<file path="src/rtl/id_ex_stage_pkg.sv">
// Shared widths, ALU op codes and the ID/EX pipeline register payload for id_ex_stage.
package id_ex_stage_pkg;

  localparam int unsigned DATA_W = 16;
  localparam int unsigned REG_AW = 4;
  localparam int unsigned OP_W   = 4;

  typedef enum logic [OP_W-1:0] {
    ALU_OP_NOP = 4'h0,
    ALU_OP_ADD = 4'h1,
    ALU_OP_SUB = 4'h2,
    ALU_OP_AND = 4'h3,
    ALU_OP_OR  = 4'h4,
    ALU_OP_XOR = 4'h5,
    ALU_OP_SLL = 4'h6,
    ALU_OP_SRL = 4'h7
  } alu_op_e;

  typedef struct packed {
    logic              valid;
    logic [OP_W-1:0]   op;
    logic [DATA_W-1:0] rs_val;
    logic [DATA_W-1:0] rt_val;
    logic [DATA_W-1:0] imm;
    logic [REG_AW-1:0] rs_idx;
    logic              rs_used;
    logic [REG_AW-1:0] rt_idx;
    logic              rt_used;
    logic              a_imm;
    logic              b_imm;
    logic [REG_AW-1:0] dest;
    logic              wb_en;
    logic              mem_rd;
  } id_ex_t;

  // An empty slot: nothing valid, nothing read, nothing written back.
  function automatic id_ex_t id_ex_bubble();
    id_ex_t b;
    b    = '0;
    b.op = ALU_OP_NOP;
    return b;
  endfunction

endpackage

</file>
<file path="src/rtl/id_ex_stage_fwd_mux.sv">
// One operand's forwarding select: EX/MEM result over MEM/WB result over the latched value.
module id_ex_stage_fwd_mux #(
  parameter int unsigned DATA_W = 16,
  parameter int unsigned REG_AW = 4,
  parameter bit          FWD_EN = 1'b1
) (
  input  logic              i_use,
  input  logic [REG_AW-1:0] i_idx,
  input  logic [DATA_W-1:0] i_reg_val,
  input  logic              i_mem_wen,
  input  logic [REG_AW-1:0] i_mem_dest,
  input  logic [DATA_W-1:0] i_mem_data,
  input  logic              i_wb_wen,
  input  logic [REG_AW-1:0] i_wb_dest,
  input  logic [DATA_W-1:0] i_wb_data,
  output logic [DATA_W-1:0] o_val
);

  always_comb begin
    o_val = i_reg_val;
    if (FWD_EN && i_use) begin
      if (i_mem_wen && (i_mem_dest == i_idx)) begin
        o_val = i_mem_data;
      end else if (i_wb_wen && (i_wb_dest == i_idx)) begin
        o_val = i_wb_data;
      end
    end
  end

endmodule

</file>
<file path="src/rtl/id_ex_stage.sv">
// ID/EX pipeline register feeding the ALU, with operand forwarding and hazard stalls.
// Build option ID_EX_FWD_EN: forwarding + load-use stall; otherwise stall on any in-flight writer.
module id_ex_stage
  import id_ex_stage_pkg::*;
(
  input  logic              clk,
  input  logic              rst,
  input  logic              id_valid,
  input  logic [OP_W-1:0]   id_op,
  input  logic [DATA_W-1:0] id_rs_val,
  input  logic [DATA_W-1:0] id_rt_val,
  input  logic [DATA_W-1:0] id_imm,
  input  logic [REG_AW-1:0] id_rs_idx,
  input  logic              id_rs_used,
  input  logic [REG_AW-1:0] id_rt_idx,
  input  logic              id_rt_used,
  input  logic              id_a_imm,
  input  logic              id_b_imm,
  input  logic [REG_AW-1:0] id_dest,
  input  logic              id_wb_en,
  input  logic              id_mem_rd,
  input  logic              flush,
  input  logic              mem_wen,
  input  logic [REG_AW-1:0] mem_dest,
  input  logic [DATA_W-1:0] mem_data,
  input  logic              wb_wen,
  input  logic [REG_AW-1:0] wb_dest,
  input  logic [DATA_W-1:0] wb_data,
  output logic [DATA_W-1:0] alu_a,
  output logic [DATA_W-1:0] alu_b,
  output logic [OP_W-1:0]   alu_op,
  output logic              ex_valid,
  output logic              ex_wb_en,
  output logic              ex_mem_rd,
  output logic [REG_AW-1:0] ex_dest,
  output logic [DATA_W-1:0] ex_rt_fwd,
  output logic              stall_id
);

`ifdef ID_EX_FWD_EN
  localparam bit LP_FWD_EN = 1'b1;
`else
  localparam bit LP_FWD_EN = 1'b0;
`endif

  id_ex_t            r_ex;
  id_ex_t            w_id;
  logic              w_stall;
  logic [DATA_W-1:0] w_rs_fwd;
  logic [DATA_W-1:0] w_rt_fwd;

  // Gather the decoded ID fields into one payload.
  always_comb begin
    w_id         = '0;
    w_id.valid   = id_valid;
    w_id.op      = id_op;
    w_id.rs_val  = id_rs_val;
    w_id.rt_val  = id_rt_val;
    w_id.imm     = id_imm;
    w_id.rs_idx  = id_rs_idx;
    w_id.rs_used = id_rs_used;
    w_id.rt_idx  = id_rt_idx;
    w_id.rt_used = id_rt_used;
    w_id.a_imm   = id_a_imm;
    w_id.b_imm   = id_b_imm;
    w_id.dest    = id_dest;
    w_id.wb_en   = id_wb_en;
    w_id.mem_rd  = id_mem_rd;
  end

`ifdef ID_EX_FWD_EN
  // Only a load in EX cannot be forwarded in time; everything else is bypassed.
  always_comb begin
    w_stall = ~flush & id_valid & r_ex.valid & r_ex.mem_rd & r_ex.wb_en &
              ((id_rs_used & (r_ex.dest == id_rs_idx)) |
               (id_rt_used & (r_ex.dest == id_rt_idx)));
  end
`else
  logic w_rs_hit;
  logic w_rt_hit;

  // Without bypass, wait until no writer of a used source is in EX or EX/MEM.
  always_comb begin
    w_rs_hit = id_rs_used &
               ((r_ex.valid & r_ex.wb_en & (r_ex.dest == id_rs_idx)) |
                (mem_wen & (mem_dest == id_rs_idx)));
    w_rt_hit = id_rt_used &
               ((r_ex.valid & r_ex.wb_en & (r_ex.dest == id_rt_idx)) |
                (mem_wen & (mem_dest == id_rt_idx)));
    w_stall  = ~flush & id_valid & (w_rs_hit | w_rt_hit);
  end
`endif

  always_ff @(posedge clk) begin
    if (rst) begin
      r_ex <= id_ex_bubble();
    end else if (flush || w_stall) begin
      r_ex <= id_ex_bubble();
    end else begin
      r_ex <= w_id;
    end
  end

  id_ex_stage_fwd_mux #(
    .DATA_W (DATA_W),
    .REG_AW (REG_AW),
    .FWD_EN (LP_FWD_EN)
  ) u_fwd_rs (
    .i_use      (r_ex.rs_used),
    .i_idx      (r_ex.rs_idx),
    .i_reg_val  (r_ex.rs_val),
    .i_mem_wen  (mem_wen),
    .i_mem_dest (mem_dest),
    .i_mem_data (mem_data),
    .i_wb_wen   (wb_wen),
    .i_wb_dest  (wb_dest),
    .i_wb_data  (wb_data),
    .o_val      (w_rs_fwd)
  );

  // The rt path is forwarded even when b takes the immediate, since stores need it.
  id_ex_stage_fwd_mux #(
    .DATA_W (DATA_W),
    .REG_AW (REG_AW),
    .FWD_EN (LP_FWD_EN)
  ) u_fwd_rt (
    .i_use      (r_ex.rt_used),
    .i_idx      (r_ex.rt_idx),
    .i_reg_val  (r_ex.rt_val),
    .i_mem_wen  (mem_wen),
    .i_mem_dest (mem_dest),
    .i_mem_data (mem_data),
    .i_wb_wen   (wb_wen),
    .i_wb_dest  (wb_dest),
    .i_wb_data  (wb_data),
    .o_val      (w_rt_fwd)
  );

  assign alu_a     = r_ex.a_imm ? r_ex.imm : w_rs_fwd;
  assign alu_b     = r_ex.b_imm ? r_ex.imm : w_rt_fwd;
  assign ex_rt_fwd = w_rt_fwd;
  assign alu_op    = r_ex.op;
  assign ex_valid  = r_ex.valid;
  assign ex_wb_en  = r_ex.wb_en;
  assign ex_mem_rd = r_ex.mem_rd;
  assign ex_dest   = r_ex.dest;
  assign stall_id  = w_stall;

endmodule

</file>
<file path="config.mk">
export PLATFORM = sky130hd
export DESIGN_NAME = id_ex_stage
export DESIGN_NICKNAME = d
export VERILOG_FILES = /design/src/rtl/id_ex_stage_pkg.sv /design/src/rtl/id_ex_stage_fwd_mux.sv /design/src/rtl/id_ex_stage.sv
export SDC_FILE = /design/constraint.sdc
export NUM_CORES = 1
export LEC_CHECK = 0
export ABC_AREA = 1
export BUFFER_PORTS_ARGS = -buffer_cell sky130_fd_sc_hd__buf_2
export CAP_MARGIN = 0
export CELL_PAD_IN_SITES_DETAIL_PLACEMENT = 1
export CELL_PAD_IN_SITES_GLOBAL_PLACEMENT = 1
export CORE_MARGIN = 1
export CORE_UTILIZATION = 30
export DETAILED_ROUTE_END_ITERATION = 12
export PLACE_DENSITY = 0.81
export SYNTH_ARGS = -nofsm -noshare
export SYNTH_HDL_FRONTEND = slang
export SYNTH_SLANG_ARGS = --single-unit
</file>
<file path="constraint.sdc">
create_clock -name clk -period 3.8 [get_ports clk]
set_input_delay 0.95 -clock clk [delete_from_list [all_inputs] [get_ports clk]]
set_output_delay 0.95 -clock clk [all_outputs]
set_load 0.05 [all_outputs]
</file>
== Yosys cells after proc, flatten, opt, wreduce, memory -nomap -nowiden ==
Cells that the tools add are included.
Storage, ports and cells
  bits of input ports: 116
  word-level logic and storage cells: 31
  register bits after elaboration: 61
  output and inout bits: 60
Cells by class
  reduce and logical (&&, ||, !) cells: 2
  bitwise gates (word level): 13
  mux-type cells: 2
  eq/ne operators: 4
Operators with widths (number)
  two-way mux 16 bit: 2
  equality test 4 bit: 4
  bitwise AND 1 bit: 9
  OR 1 bit: 3
  OR reduction 2 bit: 1
  logical OR 1 bit: 1
  NOT 1 bit: 1

== Longest topological paths before layout ==
Gate-level depths: netlist of run 1.
  word-level depth: 8
  gate-level depth with buffers: 12

== Modules after synthesis ==
From an unflattened synthesis of run 1, not the netlist that was laid out.
Unflattened totals
  cells, all modules: 368
  area total of the unflattened synthesis: 3016.6 um2
Modules (own cells, without submodules)
  id_ex_stage: cells an instance 336, area each 2776.4 um2, instances 1
  id_ex_stage_fwd_mux: cells an instance 16, area each 120.1 um2, instances 2

== Worst setup path before layout of run 1 ==
OpenSTA, ideal clock, no wires.
  kind: in2out
  start point: in id_rt_idx[0]
  end point: out stall_id
  slack: 1.081 ns
  data arrival time: 1.769 ns
  stages on the path: 10
  required time: 2.850 ns
  path through: inv_1 > nand2_1 > nand2_1 > nor2_1 > nand3_1 > nand2_1 > nand2_1 > nand2_1 > nand2_2 > inv_1
Between the ends
  word-level cells in the longest chain between the ends: 6
RTL lines
  from (decl): RTL line id_ex_stage.sv:15  | input logic [REG_AW-1:0] id_rt_idx,
  equality test 4 bit, on equally long branches: RTL line id_ex_stage.sv:88, id_ex_stage.sv:89
  bitwise AND 1 bit, on equally long branches: RTL line id_ex_stage.sv:88, id_ex_stage.sv:89
  OR 1 bit *: RTL line id_ex_stage.sv:88  | ((r_ex.valid & r_ex.wb_en & (r_ex.dest == id_rt_idx)) |
  bitwise AND 1 bit *: RTL line id_ex_stage.sv:87  | w_rt_hit = id_rt_used &
  OR 1 bit *: RTL line id_ex_stage.sv:90  | w_stall = ~flush & id_valid & (w_rs_hit | w_rt_hit);
  bitwise AND 1 bit *: RTL line id_ex_stage.sv:90
  to (decl): RTL line id_ex_stage.sv:37  | output logic stall_id
Mark *: on every way between the ends. The rest lies on a longest branch, timed or not.

== Worst setup path after layout of run 1 ==
  start point: in id_rt_idx[1]
  end point: out stall_id
The elaborated chain is that of the path after synthesis.

==> results of run 1 <==
## cells in the mapped netlist
cell type and n:
sky130_fd_sc_hd__nand2_1 33, sky130_fd_sc_hd__xnor2_1 4, sky130_fd_sc_hd__buf_2 2, sky130_fd_sc_hd__clkbuf_1 2, sky130_fd_sc_hd__inv_1 76, sky130_fd_sc_hd__buf_6 6, sky130_fd_sc_hd__nand3_1 4, sky130_fd_sc_hd__nor2_2 10
sky130_fd_sc_hd__dfxtp_1 61, sky130_fd_sc_hd__nand2_2 1, sky130_fd_sc_hd__nand2_4 1, sky130_fd_sc_hd__buf_4 24, sky130_fd_sc_hd__mux2_2 32, sky130_fd_sc_hd__nor2_1 70
## placed cells by master, fill, tap and decap left out
| cell | instances |
|---|---|
| sky130_fd_sc_hd__bufinv_16 | 2 |
| sky130_fd_sc_hd__dfxtp_1 | 61 |
| sky130_fd_sc_hd__nor2_2 | 10 |
| sky130_fd_sc_hd__nand2_4 | 1 |
| sky130_fd_sc_hd__nor2_1 | 70 |
| sky130_fd_sc_hd__nand2_2 | 1 |
| sky130_fd_sc_hd__xnor2_1 | 4 |
| sky130_fd_sc_hd__clkinv_2 | 2 |
| sky130_fd_sc_hd__buf_2 | 138 |
| sky130_fd_sc_hd__clkbuf_8 | 9 |
| sky130_fd_sc_hd__nand3_1 | 4 |
| sky130_fd_sc_hd__clkbuf_1 | 1 |
| sky130_fd_sc_hd__inv_1 | 76 |
| sky130_fd_sc_hd__nand2_1 | 33 |
| sky130_fd_sc_hd__mux2_2 | 32 |
| sky130_fd_sc_hd__inv_6 | 1 |
| sky130_fd_sc_hd__clkinvlp_4 | 1 |
## routing by layer
layer  vias up  GRT usage [%]  routed length [um]
met1      1003           14.4                2550
met5         -              0                   0
li1       1140              -                   -
met4         0           4.85                  49
met2        74           27.5                3480
met3         5           6.40                 555
## per-stage QoR
step	cells	setup WS (ns)	cell area [um^2]
finish	551	0.886	3420
global route	551	0.750	3420
CTS	551	0.858	3420
detailed placement	535	0.863	3210
global placement	535	0.890	3210
floorplan	326	1.08	2650
## state kept, by name (all words and copies together), names as in the netlist
register / cells
ex_dest: 4
ex_valid: 1
r_ex: 50
ex_mem_rd: 1
ex_wb_en: 1
alu_op: 4
## cells by family (layout without fill, tap and decap cells)
logic type	Yosys count	count (layout)	share of synthesized area, %
and+or+nand+nor	119	119	18.3
buffers and inverters	110	230	20.7
muxes	32	32	13.6
xor gates and xnor gates	4	4	1.32
DFF	61	61	46.0
## critical path: stages
cell and delay [ns]:
sky130_fd_sc_hd__buf_2 0.10, sky130_fd_sc_hd__inv_1 0.05, sky130_fd_sc_hd__nand2_1 0.06, sky130_fd_sc_hd__nand2_1 0.06
sky130_fd_sc_hd__nor2_1 0.09, sky130_fd_sc_hd__nand3_1 0.08, sky130_fd_sc_hd__nand2_1 0.07, sky130_fd_sc_hd__nand2_1 0.05
sky130_fd_sc_hd__nand2_1 0.08, sky130_fd_sc_hd__nand2_2 0.07, sky130_fd_sc_hd__inv_1 0.06, sky130_fd_sc_hd__buf_2 0.25
## where the power goes
| group | internal [mW] | switching, mW |
|---|---|---|
| Sequential | 0.666 | 0.0173 |
| Clock | 0.370 | 0.262 |
| Combinational | 0.0835 | 0.170 |
| Total | 1.12 | 0.449 |
## worst paths after layout
| path | start | endpoint | slack [ns] |
|---|---|---|---|
| max | id_rt_idx[1] | stall_id | 0.89 |
| max reg2reg | ex_dest[0] | r_ex[39] | 1.98 |
| min | id_rs_val[9] | r_ex[59] | 0.82 |
| min reg2reg | ex_wb_en | alu_op[3] | 1.33 |
## cell type report
| cell class | count | share of cell area, % |
|---|---|---|
| Clock buffer | 10 | 3.73 |
| Inverter | 76 | 8.33 |
| Clock inverter | 6 | 2.52 |
| Multi-Input combinational cell | 155 | 25.8 |
| Tap cell | 105 | 3.84 |
| Timing Repair Buffer | 138 | 20.2 |
| Sequential cell | 61 | 35.7 |
==> reports/qor.csv, run 1 <==
stage;metric;value;unit
status;status;finished clean;
yosys;syn_nets;442;
worst_setup_path;Crit path arrival time;1.96;ns
layout;number of nets in the finished design;557;
cts;CTS Root Cell;sky130_fd_sc_hd__clkbuf_8;
sta;RSZ-0062 raised after global routing;false;
power;Leak;2.07;nW
yosys;Synth area leader;sky130_fd_sc_hd__dfxtp_1;
cts;TritonCTS Buffers;9;
yosys;Syn Std Cell Area;0.00265;mm^2
hold_path;cell depth of the worst min-delay path;3;
power;largest voltage drop on the vdd net;170;uV
yosys;syn_area_per_cell;8.14;um^2
yosys;number of synthesized register bits;61;
floorplan;CORE AREA;0.00838;mm^2
global_routing;leftover overflow at the end of global routing;0;
yosys;cell types occupying the most area after synthesis;sky130_fd_sc_hd__dfxtp_1, sky130_fd_sc_hd__mux2_2, sky130_fd_sc_hd__inv_1;
worst_setup_path;Reg2Reg Depth;11;
yosys;count of different cell masters after synthesis;14;
power;ratio of total power to cell area;458;mW/mm^2
placed_design;Final Wtd Congestion;0.739;
yosys;Syn Inst Count;326;
yosys;area share of the largest cell type after synthesis;46.0;%
cts;insertion delay of the later-clocked pin in the worst-skew pair;0.33;ns
layout;area occupied by multi-input gates;882;um^2
routing;number of routed nets with antenna violations;0;
sta;worst hold margin;0.821;ns
hold_path;class of the tightest hold or removal check;in -> reg;
sta;fraction of the cycle the final worst path needs;76.7;%
worst_setup_path;Crit. End Element;primary output;
routing;First-pass DRT Iterations;4;
layout;final core utilization;40.9;%
global_routing;largest net degree at the start of global routing;62;
layout;layout overhead on the synthesized area;29.0;%
routing;vias per cell;4.03;
layout;area occupied by registers;0.00122;mm^2
sta;Slew Viols, Final;0;
yosys;count of synthesis-stage warnings from yosys;0;
cts;hold buffer count at cts;0;
worst_setup_path;largest fanout on the critical path;3;
sta;top achievable clock speed;0.343;GHz
sta;total negative setup slack;0;ns
layout;# diodes;0;
floorplan;Die X-Extent;96.1;um
sta;worst-margin pin slew;0.891;ns
cts;number of levels in the clock H-tree;3;
sta;Relative slew margins;40.5;%
cts;TritonCTS clock tree;yes;
placed_design;PortBufs;138;
cts;maximum clock insertion buffer count;2;
cts;post_cts resized;0;
power;total power;1.57;mW
floorplan;initial cell density of the core;31.7;%
placed_design;final HPWL from detailed placement;5120;um
sta;number of hold-slack violations in the final timing report;0;
floorplan;DIE AREA;0.00923;mm^2
floorplan;DIE HEIGHT;96.1;um
global_routing;vias in the first global route;2296;
worst_setup_path;required time at the endpoint of the critical path;2.85;ns
flow_run;Max Cap Violations;0;
cts;number of setup buffers added after CTS;0;
cts;Reg clk slew, reported paths;0.08;ns
layout;ratio of cells with drive above 1 in the final layout;44.2;%
sta;time the worst path needs with I/O delays and setup;2.91;ns
routing;vias;2222;
global_routing;global router's overall resource usage;14.7;%
global_routing;global-route wire length before repair;10100;um
cts;number of sinks handled by clock tree synthesis;61;
sta;Max Clock Skew;0.00981;ns
worst_setup_path;crit path launch type;input pin;
routing;Remaining DRCs;0;
layout;number of filler instances in the final layout;1063;
floorplan;number of rows in the core area;33;
routing;number of design-rule violations left by the first detailed-router iteration;34;
worst_setup_path;Crit Path Category;in -> out;
yosys;sequential fraction of the synthesis area;46.0;%
sta;final setup violating endpoints;0;
routing;wire length per cell after detailed routing;12.1;um
global_routing;number of antenna violations at the first check in global routing;0;
routing;total routed wirelength;6640;um
floorplan;number of top-level pins;176;
Power figures use the tool's default switching activity.
==> run 2, diff against run 1 <==
- ABC_AREA: 1 -> 0
- CORE_UTILIZATION: 30 -> 25
- PLACE_DENSITY: 0.81 -> 0.72
- clock period: 3.8 -> 2.5 ns (I/O delays scaled with it)
==> reports/qor.csv, run 2 <==
stage;metric;value;unit
floorplan;initial cell density of the core;26.0;%
floorplan;DIE HEIGHT;103;um
placed_design;final HPWL from detailed placement;5240;um
worst_setup_path;CP max stage delay;0.26;ns
layout;commonest cells after routing, fill and taps aside;sky130_fd_sc_hd__buf_2, sky130_fd_sc_hd__nor2_1, sky130_fd_sc_hd__nand2_1, sky130_fd_sc_hd__dfxtp_1, sky130_fd_sc_hd__mux2_2;
global_routing;global-route wire length before repair;11000;um
cts;insertion delay of the later-clocked pin in the worst-skew pair;0.34;ns
yosys;top-count cell post-synth;sky130_fd_sc_hd__nor2_1;
worst_setup_path;launching element of the worst setup path;mem_dest[0];
global_routing;largest net degree at the start of global routing;59;
yosys;area fraction in compound gates after synthesis;0.835;%
placed_design;PortBufs;138;
worst_setup_path;reg2reg start;ex_dest[2];
worst_setup_path;Slowest-stage cell, CP;sky130_fd_sc_hd__a31oi_4;
sta;worst-margin pin slew;0.390;ns
power;sequential share of power;43.5;%
layout;max FFs per register;50;
routing;vias;2221;
routing;First-pass DRT Iterations;3;
sta;number of hold-slack violations in the final timing report;0;
worst_setup_path;Crit path arrival time;1.81;ns
routing;number of design-rule violations left by the first detailed-router iteration;38;
yosys;number of synthesized register bits;61;
yosys;Synth area leader;sky130_fd_sc_hd__dfxtp_1;
layout;ratio of cells with drive above 1 in the final layout;48.4;%
yosys;syn_area_per_cell;9.01;um^2
power;Switching Share;27.3;%
global_routing;number of antenna violations at the first check in global routing;1;
sta;fraction of the cycle the final worst path needs;97.6;%
routing;number of routed nets with antenna violations;0;
power;part of the power in combinational logic;16.3;%
yosys;area share of the largest cell type after synthesis;47.9;%
cts;Reg clk slew, reported paths;0.07;ns
yosys;Syn Inst Count;283;
floorplan;number of top-level pins;176;
layout;number of filler instances in the final layout;1227;
yosys;xor-xnor portion of the synthesized cell area;5.50;%
sta;time the worst path needs with I/O delays and setup;2.44;ns
sta;final setup violating endpoints;0;
flow_run;Max Cap Violations;0;
layout;most common library cell in the layout ignoring fill and taps;sky130_fd_sc_hd__buf_2;
routing;Remaining DRCs;0;
cts;CTS Root Cell;sky130_fd_sc_hd__clkbuf_8;
power;largest voltage drop on the vdd net;330;uV
yosys;count of synthesis-stage warnings from yosys;0;
sta;Slew Viols, Final;0;
yosys;syn_nets;399;
power;Cell Int Power;1.72;mW
hold_path;Hold Crit Start;id_mem_rd;
power;net switching power figure;646;uW
worst_setup_path;largest fanout on the critical path;2;
cts;number of levels in the clock H-tree;3;
yosys;largest family of logic cells by synthesized area;simple AND/OR/NAND/NOR gates;
worst_setup_path;cell breakdown of the critical path;buf_2 -> xor2_1 -> nor3_1 -> nand4_1 -> a31oi_4 -> buf_4;
worst_setup_path;Crit Path Category;in -> out;
worst_setup_path;Crit. End Element;primary output;
sta;RSZ-0062 raised after global routing;false;
routing;total routed wirelength;7090;um
global_routing;global router's overall resource usage;13.8;%
power;ratio of total power to cell area;689;mW/mm^2
power;total power;2.37;mW
yosys;Post-synth EDFFs;0;
power;clock network fraction of total power;40.2;%
floorplan;CORE AREA;0.00982;mm^2
cts;maximum clock insertion buffer count;2;
yosys;share of synthesized area spent on multiplexers;14.1;%
yosys;top cell types by occurrence after synthesis;sky130_fd_sc_hd__nor2_1, sky130_fd_sc_hd__dfxtp_1, sky130_fd_sc_hd__nand2_1;
global_routing;leftover overflow at the end of global routing;0;
cts;TritonCTS clock tree;yes;
yosys;most frequently used flop master after synthesis;sky130_fd_sc_hd__dfxtp_1;
hold_path;class of the tightest hold or removal check;in -> reg;
layout;layout overhead on the synthesized area;34.8;%
sta;Max Clock Skew;0.0123;ns
floorplan;Die X-Extent;103;um
cts;number of sinks handled by clock tree synthesis;61;
floorplan;number of rows in the core area;36;
routing;wire length per cell after detailed routing;13.2;um
floorplan;DIE AREA;0.0106;mm^2
yosys;cell types occupying the most area after synthesis;sky130_fd_sc_hd__dfxtp_1, sky130_fd_sc_hd__mux2_2, sky130_fd_sc_hd__nor2_1;
hold_path;cell depth of the worst min-delay path;3;
cts;TritonCTS Buffers;9;
routing;vias per cell;4.12;
worst_setup_path;crit path launch type;input pin;
placed_design;Final Wtd Congestion;0.844;
yosys;adder and majority gate portion of the synthesized area;0;%
worst_setup_path;Reg2Reg Depth;8;
sta;top achievable clock speed;0.410;GHz
layout;most flop-heavy register;r_ex;
layout;final core utilization;35.0;%
yosys;share of synthesized flip-flops with an asynchronous set or reset;0;%
worst_setup_path;required time at the endpoint of the critical path;1.88;ns
yosys;Syn Std Cell Area;0.00255;mm^2
yosys;sequential fraction of the synthesis area;47.9;%
power;Leak;1.81;nW
yosys;count of different cell masters after synthesis;16;
status;status;finished clean;
sta;Relative slew margins;74.0;%
yosys;synthesized-area fraction occupied by and/or/nand/nor cells;20.6;%
layout;number of nets in the finished design;517;
global_routing;vias in the first global route;2277;
cts;hold buffer count at cts;0;
## run 2: cell count changes in the layout (fill, tap and decap cells not counted), moves of 2 or more
cell / change
sky130_fd_sc_hd__xor2_1: +12
sky130_fd_sc_hd__nand4_1: +4
sky130_fd_sc_hd__nor4_1: +2
sky130_fd_sc_hd__buf_4: +9
sky130_fd_sc_hd__nand3_1: -4
sky130_fd_sc_hd__nor2_2: -10
sky130_fd_sc_hd__inv_1: -76
sky130_fd_sc_hd__nor2_1: -9
sky130_fd_sc_hd__nand2_1: +28
## run 2: final cells by class
class / instances / area [um^2] / area share [%]
antenna: 1 / 2.50 / 0.0728
clock buffer: 11 / 141 / 4.12
clock inverter: 4 / 72.6 / 2.11
multi-input combinational: 182 / 1060 / 30.8
sequential: 61 / 1220 / 35.5
tap: 133 / 166 / 4.84
timing repair buffer: 147 / 773 / 22.5
## run 2: layer usage
layer	part of all wire, %	up-vias	global-route usage (%)	wire [um]
met1	42	1021	15.5	3000
met2	48	81	23.7	3410
li1	-	1107	-	-
met5	0	-	0	0
met3	7.6	12	4.41	541
met4	2.0	0	6.61	144
## run 2: what timing repair did
action,in CTS,in global routing
endpoints found under the setup margin,1,1
resized for setup,1,1
pin swaps,0,2
setup buffers,0,2
## run 2: logic make-up after synthesis
kind of cell / Yosys count
DFF: 61
AOI/OAI and AO/OA: 1
and+or+nand+nor: 133
xor gates and xnor gates: 16
muxes: 32
buffers and inverters: 40
## run 2: worst max-delay path: cells and delay by family
| kind | cells | cell delay [ns] |
|---|---|---|
| simple gates | 2 | 0.42 |
| xor+xnor | 1 | 0.16 |
| compound gates | 1 | 0.26 |
| buf+inv | 2 | 0.36 |
## run 2: worst paths after layout
kind | endpoint | slack [ns]
min reg2reg | ex_valid | 0.94
min | ex_mem_rd | 0.50
max | stall_id | 0.06
max reg2reg | r_ex[50] | 0.67
## run 2: metrics by stage
| step | instances | cell area (um^2) | worst slack, ns | setup TNS, ns | hold slack [ns] |
|---|---|---|---|---|---|
| finish | 539 | 3440 | 0.0603 | 0 | 0.496 |
| detailed placement | 521 | 3200 | -0.0233 | -0.0233 | 0.847 |
| global placement | 521 | 3200 | -0.00518 | -0.00518 | 0.837 |
| global route | 538 | 3430 | 0.00459 | 0 | 0.480 |
| CTS | 536 | 3410 | 0.0388 | 0 | 0.474 |
| floorplan | 283 | 2550 | 0.208 | 0 | 0.702 |
## run 2: power groups by stage
stage | sequential, mW | combinational [mW] | clock (mW)
2_1_floorplan | 1.05 | 0.273 | 0
3_3_place_gp | 1.05 | 0.383 | 0
3_5_place_dp | 1.05 | 0.388 | 0
4_1_cts | 1.03 | 0.390 | 0.998
5_1_grt | 1.04 | 0.416 | 1.04
6_report | 1.03 | 0.386 | 0.952
